`config.mk`:
```
export PLATFORM = sky130hd
export DESIGN_NAME = gbuff_reader
export DESIGN_NICKNAME = d
export VERILOG_FILES = /design/src/rtl/gbuff_reader_pkg.sv /design/src/rtl/gbuff_rd_fifo.sv /design/src/rtl/gbuff_reader.sv
export SDC_FILE = /design/constraint.sdc
export NUM_CORES = 1
export LEC_CHECK = 0
export BUFFER_PORTS_ARGS = -buffer_cell sky130_fd_sc_hd__buf_2
export CAP_MARGIN = 10
export CORE_MARGIN = 2
export CORE_UTILIZATION = 56
export DETAILED_ROUTE_END_ITERATION = 6
export GPL_ROUTABILITY_DRIVEN = 0
export GPL_TIMING_DRIVEN = 0
export MAX_ROUTING_LAYER = met4
export PLACE_DENSITY = 0.78
export SLEW_MARGIN = 20
export SYNTH_ARGS = -nofsm -noshare
export SYNTH_HDL_FRONTEND = slang
export SYNTH_HIERARCHICAL = 1
export SYNTH_SLANG_ARGS = --single-unit
```
`constraint.sdc`:
```
create_clock -name clk_i -period 3.8 [get_ports clk_i]
set_input_delay 0.38 -clock clk_i [delete_from_list [all_inputs] [get_ports clk_i]]
set_output_delay 0.38 -clock clk_i [all_outputs]
set_load 0.05 [all_outputs]
```
`src/rtl/gbuff_reader_pkg.sv`:
```
// Shared gbuff reader definitions: address/word widths, gbuff address window and FSM encodings.
// The optional stall counter is enabled with GBUFF_READER_STALL_CNT_EN.
`ifndef GBUFF_READER_DEFS
`define GBUFF_READER_DEFS
`define ADDR_WIDTH        8
`define WORD_WIDTH        16
`define GBUFF_ADDR_BEGIN  8'h08
`define GBUFF_ADDR_END    8'hF7
`define STATE_IDLE        2'd0
`define STATE_READ        2'd1
`define STATE_DRAIN       2'd2
`endif

package gbuff_reader_pkg;

  localparam int ADDR_W = `ADDR_WIDTH;
  localparam int WORD_W = `WORD_WIDTH;
  localparam logic [ADDR_W-1:0] GB_BEGIN = `GBUFF_ADDR_BEGIN;
  localparam logic [ADDR_W-1:0] GB_END   = `GBUFF_ADDR_END;

  typedef enum logic [1:0] {
    ST_IDLE  = `STATE_IDLE,
    ST_READ  = `STATE_READ,
    ST_DRAIN = `STATE_DRAIN
  } state_e;

  // Successor address inside the circular gbuff window.
  function automatic logic [ADDR_W-1:0] next_addr(input logic [ADDR_W-1:0] a);
    return (a == GB_END) ? GB_BEGIN : a + 1'b1;
  endfunction

endpackage

```
`src/rtl/gbuff_rd_fifo.sv`:
```
// Small skid FIFO holding gbuff read data until the stream consumer accepts it.
module gbuff_rd_fifo #(
  parameter int DEPTH = 2,
  parameter int WIDTH = 16
) (
  input  logic                       clk_i,
  input  logic                       rst_i,
  input  logic                       push_i,
  input  logic                       pop_i,
  input  logic [WIDTH-1:0]           din_i,
  output logic [WIDTH-1:0]           dout_o,
  output logic                       full_o,
  output logic                       empty_o,
  output logic [$clog2(DEPTH+1)-1:0] count_o
);

  localparam int PW = $clog2(DEPTH);
  localparam int CW = $clog2(DEPTH+1);

  logic [WIDTH-1:0] mem_reg [DEPTH];
  logic [PW-1:0]    wr_ptr_reg;
  logic [PW-1:0]    rd_ptr_reg;
  logic [CW-1:0]    count_reg;
  logic             do_push;
  logic             do_pop;

  assign full_o  = (count_reg == CW'(DEPTH));
  assign empty_o = (count_reg == '0);
  assign count_o = count_reg;
  // A push into a full FIFO is only legal when the head leaves in the same cycle.
  assign do_push = push_i && (!full_o || pop_i);
  assign do_pop  = pop_i && !empty_o;
  assign dout_o  = empty_o ? '0 : mem_reg[rd_ptr_reg];

  always_ff @(posedge clk_i) begin
    if (do_push) begin
      mem_reg[wr_ptr_reg] <= din_i;
    end
  end

  always_ff @(posedge clk_i) begin
    if (rst_i) begin
      wr_ptr_reg <= '0;
      rd_ptr_reg <= '0;
      count_reg  <= '0;
    end else begin
      if (do_push) begin
        wr_ptr_reg <= (wr_ptr_reg == PW'(DEPTH-1)) ? '0 : wr_ptr_reg + 1'b1;
      end
      if (do_pop) begin
        rd_ptr_reg <= (rd_ptr_reg == PW'(DEPTH-1)) ? '0 : rd_ptr_reg + 1'b1;
      end
      case ({do_push, do_pop})
        2'b10:   count_reg <= count_reg + 1'b1;
        2'b01:   count_reg <= count_reg - 1'b1;
        default: count_reg <= count_reg;
      endcase
    end
  end

endmodule

```
`src/rtl/gbuff_reader.sv`:
```
// Burst reader: streams len words from the gbuff into a ready/valid feeder port.
// Defining GBUFF_READER_STALL_CNT_EN adds the stall_cnt_o back-pressure counter.
module gbuff_reader
  import gbuff_reader_pkg::*;
#(
  parameter int FIFO_DEPTH = 2
) (
  input  logic              clk_i,
  input  logic              rst_i,
  input  logic              start_i,
  input  logic [ADDR_W-1:0] base_addr_i,
  input  logic [ADDR_W:0]   len_i,
  output logic              gb_en_o,
  output logic              gb_we_o,
  output logic [ADDR_W-1:0] gb_addr_o,
  input  logic [WORD_W-1:0] gb_rdata_i,
  output logic [WORD_W-1:0] data_o,
  output logic              valid_o,
  input  logic              ready_i,
  output logic              busy_o,
  output logic              done_o
`ifdef GBUFF_READER_STALL_CNT_EN
  ,
  output logic [31:0]       stall_cnt_o
`endif
);

  localparam int CW = $clog2(FIFO_DEPTH+1);
  localparam logic [ADDR_W:0] LEN_ONE = 1;

  state_e            state_reg;
  logic [ADDR_W-1:0] addr_reg;
  logic [ADDR_W:0]   issue_rem_reg;
  logic [ADDR_W:0]   xfer_rem_reg;
  logic              pend_reg;
  logic              done_reg;

  logic              start_ok;
  logic              pop;
  logic              credit;
  logic              read_en;
  logic              fifo_full;
  logic              fifo_empty;
  logic [CW-1:0]     fifo_count;

  assign start_ok = (state_reg == ST_IDLE) && start_i && (len_i != '0);
  assign pop      = valid_o && ready_i;
  // A word leaving this cycle frees its slot for a new read, which keeps one word per cycle.
  assign credit   = (32'(fifo_count) + 32'(pend_reg)) < (32'(FIFO_DEPTH) + 32'(pop));
  assign read_en  = start_ok ||
                    ((state_reg == ST_READ) && credit && (!fifo_full || pop));

  assign gb_en_o   = read_en;
  assign gb_we_o   = 1'b0;
  assign gb_addr_o = start_ok ? base_addr_i : addr_reg;
  assign valid_o   = !fifo_empty;
  assign busy_o    = (state_reg != ST_IDLE);
  assign done_o    = done_reg;

  always_ff @(posedge clk_i) begin
    if (rst_i) begin
      state_reg     <= ST_IDLE;
      addr_reg      <= '0;
      issue_rem_reg <= '0;
      xfer_rem_reg  <= '0;
      pend_reg      <= 1'b0;
      done_reg      <= 1'b0;
    end else begin
      done_reg <= 1'b0;
      pend_reg <= read_en;
      if (read_en) begin
        addr_reg <= next_addr(gb_addr_o);
      end
      case (state_reg)
        ST_IDLE: begin
          if (start_i) begin
            if (len_i == '0) begin
              done_reg <= 1'b1;
            end else begin
              // The first read already issues in this cycle.
              issue_rem_reg <= len_i - LEN_ONE;
              xfer_rem_reg  <= len_i;
              state_reg     <= (len_i == LEN_ONE) ? ST_DRAIN : ST_READ;
            end
          end
        end
        ST_READ: begin
          if (read_en) begin
            issue_rem_reg <= issue_rem_reg - LEN_ONE;
            if (issue_rem_reg == LEN_ONE) begin
              state_reg <= ST_DRAIN;
            end
          end
          if (pop) begin
            xfer_rem_reg <= xfer_rem_reg - LEN_ONE;
          end
        end
        ST_DRAIN: begin
          if (pop) begin
            xfer_rem_reg <= xfer_rem_reg - LEN_ONE;
            if (xfer_rem_reg == LEN_ONE) begin
              state_reg <= ST_IDLE;
              done_reg  <= 1'b1;
            end
          end
        end
        default: state_reg <= ST_IDLE;
      endcase
    end
  end

  gbuff_rd_fifo #(
    .DEPTH (FIFO_DEPTH),
    .WIDTH (WORD_W)
  ) u_fifo (
    .clk_i   (clk_i),
    .rst_i   (rst_i),
    .push_i  (pend_reg),
    .pop_i   (pop),
    .din_i   (gb_rdata_i),
    .dout_o  (data_o),
    .full_o  (fifo_full),
    .empty_o (fifo_empty),
    .count_o (fifo_count)
  );

`ifdef GBUFF_READER_STALL_CNT_EN
  logic [31:0] stall_cnt_reg;

  always_ff @(posedge clk_i) begin
    if (rst_i || ((state_reg == ST_IDLE) && start_i)) begin
      stall_cnt_reg <= '0;
    end else if (valid_o && !ready_i && (stall_cnt_reg != '1)) begin
      stall_cnt_reg <= stall_cnt_reg + 1'b1;
    end
  end

  assign stall_cnt_o = stall_cnt_reg;
`endif

endmodule

```
==> flow_metrics.tcl <==
set metrics [dict create \
    placed_cell_area_sq_um 4280 \
    final_cell_mix "69 x buf_2, 42 x nor2_1, 42 x nand2_1, 35 x dfxtp_1, 32 x edfxtp_1" \
    ant_nets 0 \
    grt_pass1_wl_um 14200 \
    hp-class "in2reg" \
    postLayoutCellArea_sq_um 4530 \
    die_y_um 87.0 \
    p_int_mw 2.04 \
    cts_tree "done" \
    postSynthCellCount 410 \
    num_antenna_cells 0 \
    synth-warning-count 6 \
    nFillCells 535 \
    drv_cap 0 \
    max_freq_ghz 0.336 \
    register_area_sq_um 1660 \
    vias 3320 \
    drc 0 \
    synth.distinct_cells 65 \
    start_kind "flip-flop" \
    ys_seq_area_share_pct 43.1 \
    cts-htree-levels 3 \
    dr.pass1.iters 5 \
    p_sw_share_pct 45.9 \
    largest_reg_flops 32 \
    antenna_found_initial 0 \
    p_leak_nw 1.79 \
    core_sq_um 6720 \
    drive_above_1_share_pct 22.4 \
    dieArea_sq_um 7570 \
    clock_skew_ns 0.00844 \
    die_w_um 87.0 \
    grt_max_degree 17 \
    synth_flop_cell "dfxtp_1" \
    path_max_fanout 11 \
    cp-end-kind "output pin" \
    cts_buffer_depth 2 \
    areaGrowthSynthToFinish_pct 17.5 \
    critPathRequiredTime_ns 3.42 \
    gr-usage-all-layers_pct 24.3 \
    postCtsResizedCells 0 \
    drt_wl_total_um 8660 \
    ios 66 \
    fin_crit_sh_pct 78.4 \
    holdWs_ns 0.229 \
    post_cts_buffers 0 \
    max_slew_margin_pct 43.6 \
    worst_pin_slew_ns 0.845 \
    syn_area_sq_um 3860 \
    irDropWorstVdd_v 0.000464 \
    seqPwrFrac_pct 28.8 \
    multi_input_area_sq_um 2020 \
    synth_edf_count 32 \
    total_power_mw 3.77 \
    cts.sinks 67 \
    ys_async_sr_fraction_pct 0 \
    power.share.clock_pct 19.8 \
    power_density_nw_per_um2 831 \
    cts_buffers 9 \
    rsz0062_at_grt "no" \
    grt_pass1_vias 3104 \
    drt_iter0_markers 159 \
    path_class "reg2out" \
    clk_pin_slew_ns 0.08 \
    fin_tns_setup_ns 0 \
    gr-total-overflow 0 \
    hpwl_um 6180 \
    root_buffer "clkbuf_8" \
    fin_crit_ns 2.98 \
    power.combinational.fraction_pct 51.4 \
    num_rows 30 \
    syn_nets 460 \
    via_per_inst 5.82 \
    hold_viol_final 0 \
    arrival_ns 2.60 \
    setup_viol 0 \
    clk_latency_ns 0.34 \
    fin_nets 535 \
    status "completed" \
    avgRoutedWirePerCell_um 15.2 \
    final_common_cell "buf_2" \
    slew_viol_final 0 \
    ys_seq_elements 67 \
    power.net_switching_mw 1.73 \
    cts_hold_buf 0 \
    start_util_pct 57.4 \
    synth.avg_cell_area_sq_um 9.41 \
    portBuffers 64 \
]
## power groups by stage
stage	registers, mW	logic [mW]	clock network, mW
global route	1.11	2.13	0.783
finish	1.08	1.94	0.745
floorplan	1.06	1.53	0
detailed placement	1.09	1.91	0
CTS	1.08	1.93	0.756
global placement	1.08	1.88	0
## Yosys cell counts, types with 5 or more instances
library cell / instances / area, sq um
edfxtp_1: 32 / 961
nor2_1: 44 / 165
nor2b_1: 6 / 37.5
buf_4: 5 / 37.5
clkbuf_1: 11 / 41.3
o22ai_1: 6 / 37.5
nor4_1: 6 / 37.5
buf_2: 5 / 25.0
o21ai_1: 6 / 30.0
nor3_1: 6 / 30.0
a21oi_1: 27 / 135
o32ai_1: 5 / 43.8
inv_1: 16 / 60.1
nand4_1: 5 / 31.3
nand2b_1: 7 / 43.8
nand2_1: 42 / 158
dfxtp_1: 35 / 701
o21ai_0: 14 / 70.1
nand3_1: 9 / 45.0
xnor2_1: 11 / 96.3
ha_1: 13 / 163
mux2i_1: 22 / 220
or4_1: 5 / 37.5
xor2_1: 7 / 61.3
## final timing paths
kind                          start                   end  slack [ns]  depth (start not counted)
setup / recovery  u_fifo/count_o[0]               gb_en_o        0.82                          8
hold / removal        gb_rdata_i[7]  u_fifo/mem_reg[1][7]        0.23                          1
setup reg to reg  u_fifo/count_o[0]      issue_rem_reg[0]        1.00                         10
hold reg to reg     xfer_rem_reg[8]       xfer_rem_reg[8]        0.49                          2
## stage by stage
step	cells	worst slack [ns]	utilization, %
floorplan	410	0.564	-
global placement	554	0.965	63.7
detailed placement	554	0.948	63.8
CTS	570	0.774	67.5
global route	570	0.584	67.5
finish	570	0.822	67.5
## cell type report
type / count / area share [%]
Clock inverter: 6 / 2.46
Buffer: 22 / 2.54
Sequential cell: 67 / 36.7
Tap cell: 80 / 2.21
Multi-Input combinational cell: 303 / 44.5
Clock buffer: 10 / 3.04
Inverter: 18 / 1.49
Timing Repair Buffer: 64 / 7.07
## logic make-up (layout without fill, tap and decap cells)
family,count (synthesis),after routing,share of synthesized area (%)
AOI/OAI and AO/OA,93,93,17.1
and+or+nand+nor,154,154,20.2
buffers and inverters,40,120,4.73
DFF,67,67,43.1
other,1,1,0.0972
adders and majority gates,13,13,4.22
xor gates and xnor gates,18,18,4.09
muxes,24,24,6.49
## worst max-delay path: stages (launching register included)
cell and delay, ns:
dfxtp_1 0.32, buf_4 0.16, nor2_2 0.26, buf_2 0.30, nor2b_1 0.09, clkbuf_1 0.23, o211ai_2 0.51, nand2_1 0.15
buf_2 0.24
## routing by layer
metal | part of all wire [%] | track usage (%)
met5 | 0 | -
met1 | 44 | 30.3
met2 | 49 | 39.9
met3 | 5.7 | 4.17
met4 | 1.0 | 8.38
No activity file was read; power rests on OpenSTA's default activity.
